===== src/rtl/i2c_pkg.sv =====
// Shared constants and state encoding for the I2C clock generator and its
// companion blocks (synchronizers, future SDA path).
package i2c_pkg;

  typedef enum logic [2:0] {
    IDLE      = 3'd0,
    LOW_A     = 3'd1,
    LOW_B     = 3'd2,
    HIGH_WAIT = 3'd3,
    HIGH_A    = 3'd4,
    HIGH_B    = 3'd5
  } scl_state_t;

  localparam int DIV_Q_MIN   = 2;
  localparam int SYNC_STAGES = 2;

  // Cycles spent in HIGH_WAIT on an unstretched loopback bus: one cycle for
  // the released line to reach the synchronizer plus its two stages.
  localparam int HIGH_WAIT_MIN = 3;

endpackage


===== src/rtl/i2c_scl_gen_if.sv =====
// Control/status bundle between the I2C master FSM (master side) and the
// SCL generator (slave side); scl_in is the raw bus line.
interface i2c_scl_gen_if #(
  parameter int CNT_W = 16
) ();

  logic             en;
  logic             div_load;
  logic [CNT_W-1:0] div_q;
  logic             scl_in;
  logic             scl_oe;
  logic             i2c_clk;
  logic             tick_fall;
  logic             tick_lmid;
  logic             tick_rise;
  logic             tick_hmid;
  logic             busy;
  logic             stretch;
  logic             stretch_err;

  modport master (
    output en, div_load, div_q, scl_in,
    input  scl_oe, i2c_clk, tick_fall, tick_lmid, tick_rise, tick_hmid,
           busy, stretch, stretch_err
  );

  modport slave (
    input  en, div_load, div_q, scl_in,
    output scl_oe, i2c_clk, tick_fall, tick_lmid, tick_rise, tick_hmid,
           busy, stretch, stretch_err
  );

endinterface


===== src/rtl/i2c_sync2.sv =====
// Generic multi-flop synchronizer for an asynchronous open-drain bus line;
// resets to 1 because an idle I2C line floats high.
module i2c_sync2
  import i2c_pkg::*;
(
  input  logic ref_clk,
  input  logic reset,
  input  logic d,
  output logic q
);

  logic [SYNC_STAGES-1:0] ff;

  // NOTE: sequential state uses non-blocking assignments so every stage
  // samples the pre-edge value of the one before it.
  always_ff @(posedge ref_clk) begin
    if (reset) ff <= '1;
    else       ff <= {ff[SYNC_STAGES-2:0], d};
  end

  assign q = ff[SYNC_STAGES-1];

endmodule


===== src/rtl/i2c_scl_gen.sv =====
// Runtime-programmable I2C SCL generator: four quarter-phases per period,
// per-quarter strobes, slave clock stretching with timeout.
module i2c_scl_gen
  import i2c_pkg::*;
#(
  parameter int CNT_W         = 16,
  parameter int DIV_Q_DEFAULT = 62,
  parameter int STRETCH_MAX   = 25000
) (
  input  logic          ref_clk,
  input  logic          reset,
  i2c_scl_gen_if.slave  bus
);

  scl_state_t       state;
  logic [CNT_W-1:0] cnt;
  logic [CNT_W-1:0] wcnt;
  logic [CNT_W-1:0] div_q_r;
  logic [CNT_W-1:0] div_q_clamped;
  logic             q_end;
  logic             scl_s;

  i2c_sync2 u_scl_sync (
    .ref_clk (ref_clk),
    .reset   (reset),
    .d       (bus.scl_in),
    .q       (scl_s)
  );

  assign div_q_clamped = (bus.div_q < CNT_W'(DIV_Q_MIN)) ? CNT_W'(DIV_Q_MIN) : bus.div_q;
  assign q_end         = (cnt == div_q_r - CNT_W'(1));

  // Outputs are computed from the next state so each strobe lands exactly on
  // the first cycle of its quarter.
  always_ff @(posedge ref_clk) begin
    if (reset) begin
      state           <= IDLE;
      cnt             <= '0;
      wcnt            <= '0;
      div_q_r         <= CNT_W'(DIV_Q_DEFAULT);
      bus.scl_oe      <= 1'b0;
      bus.i2c_clk     <= 1'b1;
      bus.tick_fall   <= 1'b0;
      bus.tick_lmid   <= 1'b0;
      bus.tick_rise   <= 1'b0;
      bus.tick_hmid   <= 1'b0;
      bus.busy        <= 1'b0;
      bus.stretch     <= 1'b0;
      bus.stretch_err <= 1'b0;
    end else begin
      bus.tick_fall   <= 1'b0;
      bus.tick_lmid   <= 1'b0;
      bus.tick_rise   <= 1'b0;
      bus.tick_hmid   <= 1'b0;
      bus.stretch_err <= 1'b0;

      case (state)
        IDLE: begin
          if (bus.div_load) div_q_r <= div_q_clamped;
          if (bus.en) begin
            state         <= LOW_A;
            cnt           <= '0;
            bus.scl_oe    <= 1'b1;
            bus.i2c_clk   <= 1'b0;
            bus.tick_fall <= 1'b1;
            bus.busy      <= 1'b1;
          end
        end

        LOW_A: begin
          if (q_end) begin
            state         <= LOW_B;
            cnt           <= '0;
            bus.tick_lmid <= 1'b1;
          end else begin
            cnt <= cnt + CNT_W'(1);
          end
        end

        LOW_B: begin
          if (q_end) begin
            state       <= HIGH_WAIT;
            cnt         <= '0;
            wcnt        <= '0;
            bus.scl_oe  <= 1'b0;
            bus.i2c_clk <= 1'b1;
          end else begin
            cnt <= cnt + CNT_W'(1);
          end
        end

        HIGH_WAIT: begin
          if (scl_s) begin
            state         <= HIGH_A;
            cnt           <= '0;
            bus.tick_rise <= 1'b1;
            bus.stretch   <= 1'b0;
          end else if (wcnt == CNT_W'(STRETCH_MAX - 1)) begin
            state           <= IDLE;
            bus.stretch     <= 1'b0;
            bus.stretch_err <= 1'b1;
            bus.busy        <= 1'b0;
          end else begin
            wcnt <= wcnt + CNT_W'(1);
            // The cycle about to start has wcnt >= 3: the loopback delay has
            // elapsed, so a low line now means a slave is stretching.
            if (wcnt >= CNT_W'(HIGH_WAIT_MIN - 1)) bus.stretch <= 1'b1;
          end
        end

        HIGH_A: begin
          if (q_end) begin
            state         <= HIGH_B;
            cnt           <= '0;
            bus.tick_hmid <= 1'b1;
          end else begin
            cnt <= cnt + CNT_W'(1);
          end
        end

        HIGH_B: begin
          if (q_end) begin
            cnt <= '0;
            if (bus.en) begin
              state         <= LOW_A;
              bus.scl_oe    <= 1'b1;
              bus.i2c_clk   <= 1'b0;
              bus.tick_fall <= 1'b1;
            end else begin
              state    <= IDLE;
              bus.busy <= 1'b0;
            end
          end else begin
            cnt <= cnt + CNT_W'(1);
          end
        end

        default: begin
          state       <= IDLE;
          cnt         <= '0;
          bus.scl_oe  <= 1'b0;
          bus.i2c_clk <= 1'b1;
          bus.busy    <= 1'b0;
          bus.stretch <= 1'b0;
        end
      endcase
    end
  end

endmodule


===== src/flat_wrapper.sv =====
// flat-port wrapper written by rule: the top's interface ports become plain ports
module i2c_scl_gen_flat import i2c_pkg::*;
#(
  parameter int CNT_W         = 16,
  parameter int DIV_Q_DEFAULT = 62,
  parameter int STRETCH_MAX   = 25000
)
  (ref_clk, reset, bus_en, bus_div_load, bus_div_q, bus_scl_in, bus_scl_oe, bus_i2c_clk, bus_tick_fall, bus_tick_lmid, bus_tick_rise, bus_tick_hmid, bus_busy, bus_stretch, bus_stretch_err);
  i2c_scl_gen_if #(.CNT_W(CNT_W)) bus_i ();
  input  logic ref_clk;
  input  logic reset;
  input wire logic [$bits(bus_i.en)-1:0] bus_en;
  input wire logic [$bits(bus_i.div_load)-1:0] bus_div_load;
  input wire logic [$bits(bus_i.div_q)-1:0] bus_div_q;
  input wire logic [$bits(bus_i.scl_in)-1:0] bus_scl_in;
  output wire logic [$bits(bus_i.scl_oe)-1:0] bus_scl_oe;
  output wire logic [$bits(bus_i.i2c_clk)-1:0] bus_i2c_clk;
  output wire logic [$bits(bus_i.tick_fall)-1:0] bus_tick_fall;
  output wire logic [$bits(bus_i.tick_lmid)-1:0] bus_tick_lmid;
  output wire logic [$bits(bus_i.tick_rise)-1:0] bus_tick_rise;
  output wire logic [$bits(bus_i.tick_hmid)-1:0] bus_tick_hmid;
  output wire logic [$bits(bus_i.busy)-1:0] bus_busy;
  output wire logic [$bits(bus_i.stretch)-1:0] bus_stretch;
  output wire logic [$bits(bus_i.stretch_err)-1:0] bus_stretch_err;
  assign bus_i.en = bus_en;
  assign bus_i.div_load = bus_div_load;
  assign bus_i.div_q = bus_div_q;
  assign bus_i.scl_in = bus_scl_in;
  assign bus_scl_oe = bus_i.scl_oe;
  assign bus_i2c_clk = bus_i.i2c_clk;
  assign bus_tick_fall = bus_i.tick_fall;
  assign bus_tick_lmid = bus_i.tick_lmid;
  assign bus_tick_rise = bus_i.tick_rise;
  assign bus_tick_hmid = bus_i.tick_hmid;
  assign bus_busy = bus_i.busy;
  assign bus_stretch = bus_i.stretch;
  assign bus_stretch_err = bus_i.stretch_err;
  i2c_scl_gen #(.CNT_W(CNT_W), .DIV_Q_DEFAULT(DIV_Q_DEFAULT), .STRETCH_MAX(STRETCH_MAX)) u_core (.ref_clk(ref_clk), .reset(reset), .bus(bus_i));
endmodule

===== config.mk =====
export PLATFORM = sky130hd
export DESIGN_NAME = i2c_scl_gen_flat
export DESIGN_NICKNAME = d
export VERILOG_FILES = /design/src/rtl/i2c_pkg.sv /design/src/rtl/i2c_scl_gen_if.sv /design/src/rtl/i2c_sync2.sv /design/src/rtl/i2c_scl_gen.sv /design/src/flat_wrapper.sv
export SDC_FILE = /design/constraint.sdc
export NUM_CORES = 1
export LEC_CHECK = 0
export ABC_AREA = 1
export CAP_MARGIN = 40
export CORE_MARGIN = 1
export CORE_UTILIZATION = 48
export CTS_BUF_LIST = sky130_fd_sc_hd__clkbuf_4
export DETAILED_ROUTE_END_ITERATION = 7
export PLACE_DENSITY = 0.71
export SLEW_MARGIN = 40
export SYNTH_ARGS = -nofsm -noshare
export SYNTH_HDL_FRONTEND = slang
export SYNTH_SLANG_ARGS = --single-unit

===== constraint.sdc =====
create_clock -name ref_clk -period 2.05 [get_ports ref_clk]
set_input_delay 0.205 -clock ref_clk [delete_from_list [all_inputs] [get_ports ref_clk]]
set_output_delay 0.205 -clock ref_clk [all_outputs]
set_load 0.02 [all_outputs]

# Word-level counts from Yosys, hierarchy flattened
# Cells that the tools add are included.
# classes
muxes,42
bitwise_logic,6
order_cmp,2
eq_ne,19
reduce_logical,17
addsub,3
# ops
operator,n
16-bit two-way mux,7
16-bit case mux with 3 select lines,1
"16-bit by 1-bit adder with 16-bit output, second input constant",2
16-bit case mux with 2 select lines,1
3-bit two-way mux,7
1-bit two-way mux,20
3-bit case mux with 6 select lines,1
"16-bit by 15-bit equality test with 1-bit output, second input constant",1
16-bit equality test,1
"16-bit by 2-bit >= comparator with 1-bit output, second input constant",1
"16-bit by 2-bit < comparator with 1-bit output, second input constant",1
"16-bit by 1-bit subtractor with 16-bit output, second input constant",1
1-bit case mux with 4 select lines,3
6-bit AND reduction,2
"2-bit by 1-bit != test with 1-bit output, second input constant",5
"2-bit != test, second input constant",5
3-bit OR reduction,3
"3-bit by 2-bit equality test with 1-bit output, second input constant",2
"3-bit equality test, second input constant",2
1-bit inverter,6
2-bit AND reduction,3
2-bit OR reduction,3
5-bit OR reduction,1
"4-bit by 2-bit != test with 1-bit output, second input constant",1
8 further kinds,9
# totals
regBits,62
out_inout_bits,9
elab_cells,103
inputBits,21

# Logic depth before layout (Yosys ltp)
# Gate-level depths: netlist of run 1.
# logic_depth
depth_word,5
mapped_depth,16
depth_no_buf,16

# Modules after synthesis
# From an unflattened synthesis of run 1, not the netlist that was laid out.
# hier_totals
cells_unflattened,649
area_unflattened_um2,4117.7
# modules_own_cells
mod,instances,seq_area_each_um2,area_per_inst_um2,cells_per_inst
i2c_scl_gen,1,1201.2,4058.9,642
i2c_sync2,1,40.0,58.8,7

# Worst setup path before layout of run 1
# No wires, ideal clock.
# synth_path
path_type,reg-to-reg
from,reg u_core.div_q_r[0]
to,reg u_core.wcnt[0]
n_path_buf,1
period_less_slack_ps,1953
slack_ps,97
stages_incl_launch_ff,15
arrival_time_ps,1841
t_required_ps,1938
cell_sequence,dfxtp_1 inv_1 ha_1 nand2_2 nor2_4 nand3_1 nand2_1 nand2_1 nor2_2 nand4_4 nand2_4 nand3_4 buf_6 o21ai_2 inv_1
# synth_between
elab_chain_cells,4
# synth_lines
element,line_no,source
from (decl),i2c_scl_gen.sv:18,logic [CNT_W-1:0] div_q_r;
from (signal assigned),i2c_scl_gen.sv:40,div_q_r <= CNT_W'(DIV_Q_DEFAULT);
from (signal assigned),i2c_scl_gen.sv:59,if (bus.div_load) div_q_r <= div_q_clamped;
16-bit by 1-bit subtractor with 16-bit output,i2c_scl_gen.sv:31,assign q_end = (cnt == div_q_r - CNT_W'(1));
16-bit equality test,i2c_scl_gen.sv:31,
2-bit by 1-bit != test with 1-bit output (no source line),n/a,
4-bit AND reduction (no source line),n/a,
to (signal assigned),i2c_scl_gen.sv:104,wcnt <= wcnt + CNT_W'(1);
to (decl),i2c_scl_gen.sv:17,logic [CNT_W-1:0] wcnt;
# Every way passes these cells.
# A chain may end at the register's enable or synchronous reset.

# Worst setup path in the final report of run 1
# layout_path
from,reg u_core.div_q_r[1]
to,reg u_core.cnt[10]
# layout_between
elab_chain_cells,4
# layout_lines
element,line_no,source
16-bit by 1-bit subtractor with 16-bit output,i2c_scl_gen.sv:31,
16-bit equality test,i2c_scl_gen.sv:31,
16-bit two-way mux,n/a,
16-bit case mux with 3 select lines,i2c_scl_gen.sv:57,case (state)
to (signal assigned),i2c_scl_gen.sv:76,cnt <= cnt + CNT_W'(1);
to (signal assigned),i2c_scl_gen.sv:88,cnt <= cnt + CNT_W'(1);
to (signal assigned),i2c_scl_gen.sv:117,cnt <= cnt + CNT_W'(1);
to (decl),i2c_scl_gen.sv:16,logic [CNT_W-1:0] cnt;
# Every way passes these cells.

==> results.toml, run 1 <==
[outcome]
outcome = "finished with violations"
violations = "negative setup slack"

[timing]
finalSetupViolCount = 9
max_freq_mhz = 481.2
tightest_slew_ns = 0.4628
fin_ws_ns = -0.02800
finClkSkew_ns = 0.01758
min_period_ns = 2.078
grt_setup_unrepaired = "yes"
relSlewSlack_pct = 69.11
finalHoldViolations = 0
finalSetupTns_ns = -0.08950
period_share_pct = 101.4
timing.hold.ws_ns = 0.3460
slew_violations = 0

[critical_path]
max_stage_delay_ns = 0.36
arrival_ns = 2.36
cp_slowest_cell = "dfxtp_2"
path_max_fanout = 7
crit_family = "simple AND/OR/NAND/NOR gates"
cp-end-kind = "flop"
reg2reg_from = "u_core.div_q_r[1]"
cp-start-kind = "flop"
reg2reg_slack_ns = -0.03
cp.required_ns = 2.33
r2r-end = "u_core.cnt[10]"
worstSetupPathType = "flop to flop"
crit_buf_inv = 3
cpMostUsedCell = "nand2_1"
r2r_cells = 15
startpoint = "u_core.div_q_r[1]"
path_cells = "inv_2, ha_4, inv_2, nand2_1, nand2_1, nor2_1, nand2_1, nor2_1, nand3_1, nor2_2, nand4_4, nand2_4, clkinvlp_4, o21ai_1, a21oi_1"

[yosys]
yosysUniqueCellTypes = 36
syn_inst = 588
ys_ff_latch = 62
netlist_area_um2 = 3766
ys.flop_type = "dfxtp_1"
ys_warn_count = 0
synth_seq_area_share_pct = 32.96
syn-num-nets = 613
synth_edf_count = 0
post_synth.cell_area_avg_um2 = 6.405
async_reset_ff_share_pct = 0

[min_path]
min_delay_path_depth = 2
min_from = "bus_scl_in"
hp-class = "input port to flop"
min_to = "u_core.u_scl_sync.ff[0]"

[clock_network]
cts.path.max_buffers = 2
cts_tree = "yes"
path_clk_slew_ns = 0.10
cts.sinks = 62
clk_latency_ns = 0.41
htree_levels = 3
numCtsBuffers = 9
cts-root-buf = "clkbuf_4"

[floorplanning]
dieArea_um2 = 8205
dieHeight_um = 90.58
placementRows = 31
start_util_pct = 50.84
fp.dieW_um = 90.58
pin_count = 30
core_um2 = 7408

[run]
drv_cap = 0

[placement]
io_buffers = 29
place_hpwl_mm = 6.873
gp_congestion = 0.8930

[global_routing]
grt_usage_pct = 24.45
grt_pass1_vias = 3705
antenna_found_initial = 0
grt_pass1_wl_mm = 16.38
grt_overflow = 0
grt_max_degree = 23

[power_and_ir_drop]
p_per_area_nw_per_um2 = 920.7
vdd_ir_drop_max_uv = 672.0
cellLeakagePower_nw = 1.811

[routing]
firstDrtPassIters = 5
met1_length_mm = 4.103
drt_iter0_drc = 190
route.detailed.drc = 0
wl_per_cell_um = 12.76
wl_met2_mm = 4.787
via_per_inst = 5.264
totalWireLength_mm = 9.478
top_layer = "met4"
final_antenna_net_count = 0
vias = 3911
wl_met3_um = 472

[finish]
area_delta_synth_final_pct = 20.73
nets = 665
drive_gt1_share_pct = 14.60
antenna_cells = 0
fin_util_pct = 61.37
-- cells in the mapped netlist (8+ instances only) --
master / count / area share, %
clkbuf_1: 10 / 1.0
xor2_1: 14 / 3.3
nand3_1: 30 / 4.0
a21oi_1: 46 / 6.1
dfxtp_1: 62 / 33
inv_1: 57 / 5.7
nor2_2: 8 / 1.3
xnor2_1: 10 / 2.3
nand2_1: 168 / 17
o21ai_0: 9 / 1.2
nand4_1: 27 / 4.5
nor4_1: 9 / 1.5
nor2_1: 86 / 8.6
-- sequential cells by signal, summed over array words and instances (netlist names) --
signal                  cells
u_core.bus.scl_oe           1
u_core.bus.i2c_clk          1
u_core.cnt                 16
u_core.bus.tick_fall        1
u_core.bus.stretch          1
u_core.div_q_r             16
u_core.u_scl_sync.ff        2
u_core.bus.tick_rise        1
u_core.state                3
u_core.bus.stretch_err      1
u_core.bus.tick_hmid        1
u_core.bus.busy             1
u_core.bus.tick_lmid        1
u_core.wcnt                16
-- routing by layer --
metal  vias up  GRT usage [%]
met5         -              0
met4         0          6.586
met3        13          5.387
met2        91          43.50
met1      1801          29.42
li1       2006              -
-- worst register-to-register path: cells and delay by family (launching register included) --
family | cells | cell delay [ns]
compound gates | 2 | 0.19
fa+ha+maj | 1 | 0.27
buf+inv | 3 | 0.26
flops | 1 | 0.36
simple gates | 9 | 0.86
-- report_power, final --
part	total [W]	internal [W]	switching (W)	leakage [nW]
combinational	0.00188	0.000674	0.00120	1.24
sequential	0.00151	0.00135	0.000159	0.505
clock	0.000795	0.000351	0.000444	0.0643
-- how the worst max path moves through the flow --
| stage | depth (start not counted) | endpoint | slack (ns) |
|---|---|---|---|
| after detailed placement | 13 | u_core.cnt[10] | -0.09 |
| final | 15 | u_core.cnt[10] | -0.03 |
| after global routing | 15 | u_core.cnt[10] | -0.20 |
| after CTS | 15 | u_core.cnt[10] | -0.04 |
| after global placement | 11 | u_core.cnt[6] | 0.01 |
| after floorplan | 14 | u_core.wcnt[0] | 0.1 |
-- repair_timing --
action | in CTS | in global routing
endpoints found under the hold margin | 0 | 0
endpoints found under the setup margin | 21 | 46
gates resized for setup | 14 | 21
pin swaps | 8 | 18
setup buffers | 1 | 2
hold buffers | 0 | 0
gates cloned | 2 | 0
-- through the flow --
step | power, W | worst slack [ns] | instance area, um^2 | instances
3_3_place_gp | 0.003201 | 0.01179 | 4280 | 723
6_report | 0.004186 | -0.02800 | 4547 | 743
3_5_place_dp | 0.003217 | -0.08598 | 4280 | 723
4_1_cts | 0.004142 | -0.04127 | 4468 | 741
5_1_grt | 0.004508 | -0.1982 | 4547 | 743
2_1_floorplan | 0.002734 | 0.09672 | 3766 | 588
-- logic make-up after synthesis --
kind of cell,synth area share [%]
flip-flops,32.96
AO/OA/AOI/OAI,9.136
XOR/XNOR,5.581
buffers and inverters,8.505
adder cells (fa/ha/maj),1.329
AND/OR/NAND/NOR,42.49
-- area by class of cell --
| type | count | area [um^2] |
|---|---|---|
| Clock buffer | 9 | 67.56 |
| Clock inverter | 6 | 53.80 |
| Fill cell | 698 | 2861 |
| Inverter | 58 | 225.2 |
| Multi-Input combinational cell | 449 | 2296 |
| Sequential cell | 62 | 1246 |
| Tap cell | 99 | 123.9 |
| Timing Repair Buffer | 59 | 526.8 |
| Timing Repair inverter | 1 | 7.507 |
-- layout by cell type (no fill, tap or decap), types with 4 or more instances in the layout --
master,netlist,routed
clkbuf_4,0,9
inv_1,57,52
nand3_1,30,27
xnor2_1,10,10
nor3_1,6,6
or2_2,5,5
clkdlybuf4s50_1,0,29
dfxtp_1,62,58
clkinvlp_4,0,4
nor2_2,8,12
nor2_1,86,82
a21oi_1,46,44
nand2_2,1,7
dfxtp_2,0,4
nand4_1,27,27
nand3b_1,6,6
o21ai_0,9,7
xor2_1,14,14
buf_4,1,27
nor4_1,9,8
nand2_1,168,161
clkinv_1,1,4
(Power assumes the default switching activity.)
==> run 2, diff against run 1 <==
- CAP_MARGIN: 40 -> not set
- clock period: 2.05 -> 1.9 ns (I/O delays scaled with it)
==> results.toml, run 2 (synthesis results as in run 1) <==
[outcome]
outcome = "finished with violations"
violations = "negative setup slack"

[critical_path]
max_stage_delay_ns = 0.37
path_cells = "inv_2, ha_4, inv_2, nand2_2, nand2_2, nor2_2, nand2_1, nor2_1, nand3_1, nor2_2, nand4_4, buf_4, buf_6, or2_4, nor2_1"
arrival_ns = 2.48
path_max_fanout = 5
cp-end-kind = "flop"
cp-start-kind = "flop"
cp_slowest_cell = "dfxtp_2"
cp.required_ns = 2.27
worstSetupPathType = "flop to flop"

[clock_network]
htree_levels = 3
cts.path.max_buffers = 2
path_clk_slew_ns = 0.12
ctsHoldBuffers = 0
numCtsBuffers = 9
cts.sinks = 62
cts_tree = "yes"
cts-root-buf = "clkbuf_4"
clk_latency_ns = 0.43

[routing]
firstDrtPassIters = 4
vias = 3990
drt_iter0_drc = 181
final_antenna_net_count = 0
via_per_inst = 5.223
wl_per_cell_um = 13.30
totalWireLength_mm = 10.16
route.detailed.drc = 0

[finish]
top_regs = "u_core.cnt: 16 flops, u_core.div_q_r: 16 flops, u_core.wcnt: 16 flops"
area_delta_synth_final_pct = 27.21
fillers = 651
final_common_cell = "nand2_1"
antenna_cells = 0
drive_gt1_share_pct = 18.50
stdcell_count = 764
nets = 685
layout_common_cells = "nand2_1 (157), nor2_1 (80), dfxtp_1 (60), inv_1 (52)"

[timing]
finalHoldViolations = 0
fin_ws_ns = -0.2121
finalSetupViolCount = 40
tightest_slew_ns = 0.4316
finClkSkew_ns = 0.01247
max_freq_mhz = 473.5
grt_setup_unrepaired = "yes"
relSlewSlack_pct = 71.19
timing.hold.ws_ns = 0.2282
period_share_pct = 111.2
slew_violations = 0
min_period_ns = 2.112

[global_routing]
antenna_found_initial = 0
grt_pass1_wl_mm = 16.82
grt_overflow = 0
grt_max_degree = 32
grt_usage_pct = 25.48
grt_pass1_vias = 3826

[placement]
gp_congestion = 0.9355
io_buffers = 29
place_hpwl_mm = 7.064
numPlacedInstances = 742

[floorplanning]
dieHeight_um = 90.58
fp.dieW_um = 90.58
dieArea_um2 = 8205
core_um2 = 7408
pin_count = 30
start_util_pct = 50.84
placementRows = 31

[power_and_ir_drop]
vdd_ir_drop_max_uv = 907.9
cellLeakagePower_nw = 1.954
p_per_area_nw_per_um2 = 1011

[run]
drv_cap = 0

[min_path]
hp-class = "input port to flop"
[run 2: cell type report]
class,count,area [um^2],share of cell area (%)
tap,99,123.9,2.586
clock inverter,7,73.82,1.541
multi-input combinational,449,2338,48.81
inverter,58,221.5,4.623
clock buffer,9,67.56,1.410
timing repair inverter,1,7.507,0.1567
timing repair buffer,79,714.4,14.91
sequential,62,1244,25.96
[run 2: repair_timing]
item,in CTS,in global routing
gates resized for setup,18,21
hold endpoints to repair,0,0
setup buffers,2,1
endpoints found under the setup margin,40,41
pin swaps,9,17
gates cloned,2,1
[run 2: final timing paths]
path	cells after the start	slack (ns)	startpoint	to
worst max-delay path	15	-0.21	u_core.div_q_r[1]	u_core.bus.tick_lmid
worst max register to register	15	-0.21	u_core.div_q_r[1]	u_core.bus.tick_lmid
worst min-delay path	2	0.23	reset	u_core.wcnt[9]
worst min register to register	1	0.43	u_core.u_scl_sync.ff[0]	u_core.u_scl_sync.ff[1]
[run 2: power by group]
group	internal (W)	total (W)	switching, W
sequential	0.00146	0.00162	0.000164
combinational	0.000881	0.00227	0.00139
clock	0.000404	0.000948	0.000544
[run 2: routing by layer]
metal	global-route usage (%)	routed length, um	up-vias
li1	-	-	2044
met1	29.78	4428	1826
met2	44.38	5021	92
met3	5.135	437	28
met4	11.96	271	0
met5	0	0	-
[run 2: metrics by stage]
stage | power, W | cell area (um^2) | worst slack [ns] | TNS (ns) | util, %
global route | 0.005186 | 4791 | -0.3899 | -13.33 | 64.67
global placement | 0.003587 | 4458 | -0.1254 | -3.018 | 60.18
CTS | 0.004737 | 4695 | -0.1581 | -4.797 | 63.37
detailed placement | 0.003612 | 4458 | -0.1905 | -4.215 | 60.18
finish | 0.004843 | 4791 | -0.2121 | -6.673 | 64.67
floorplan | 0.002963 | 3781 | -0.01252 | -0.01252 | -
[run 2: critical path, delay by kind of cell (launching register included)]
kind	cells	cell delay (ns)
adders and majority gates	1	0.26
buffers and inverters	4	0.38
DFF	1	0.37
and+or+nand+nor	10	1.04
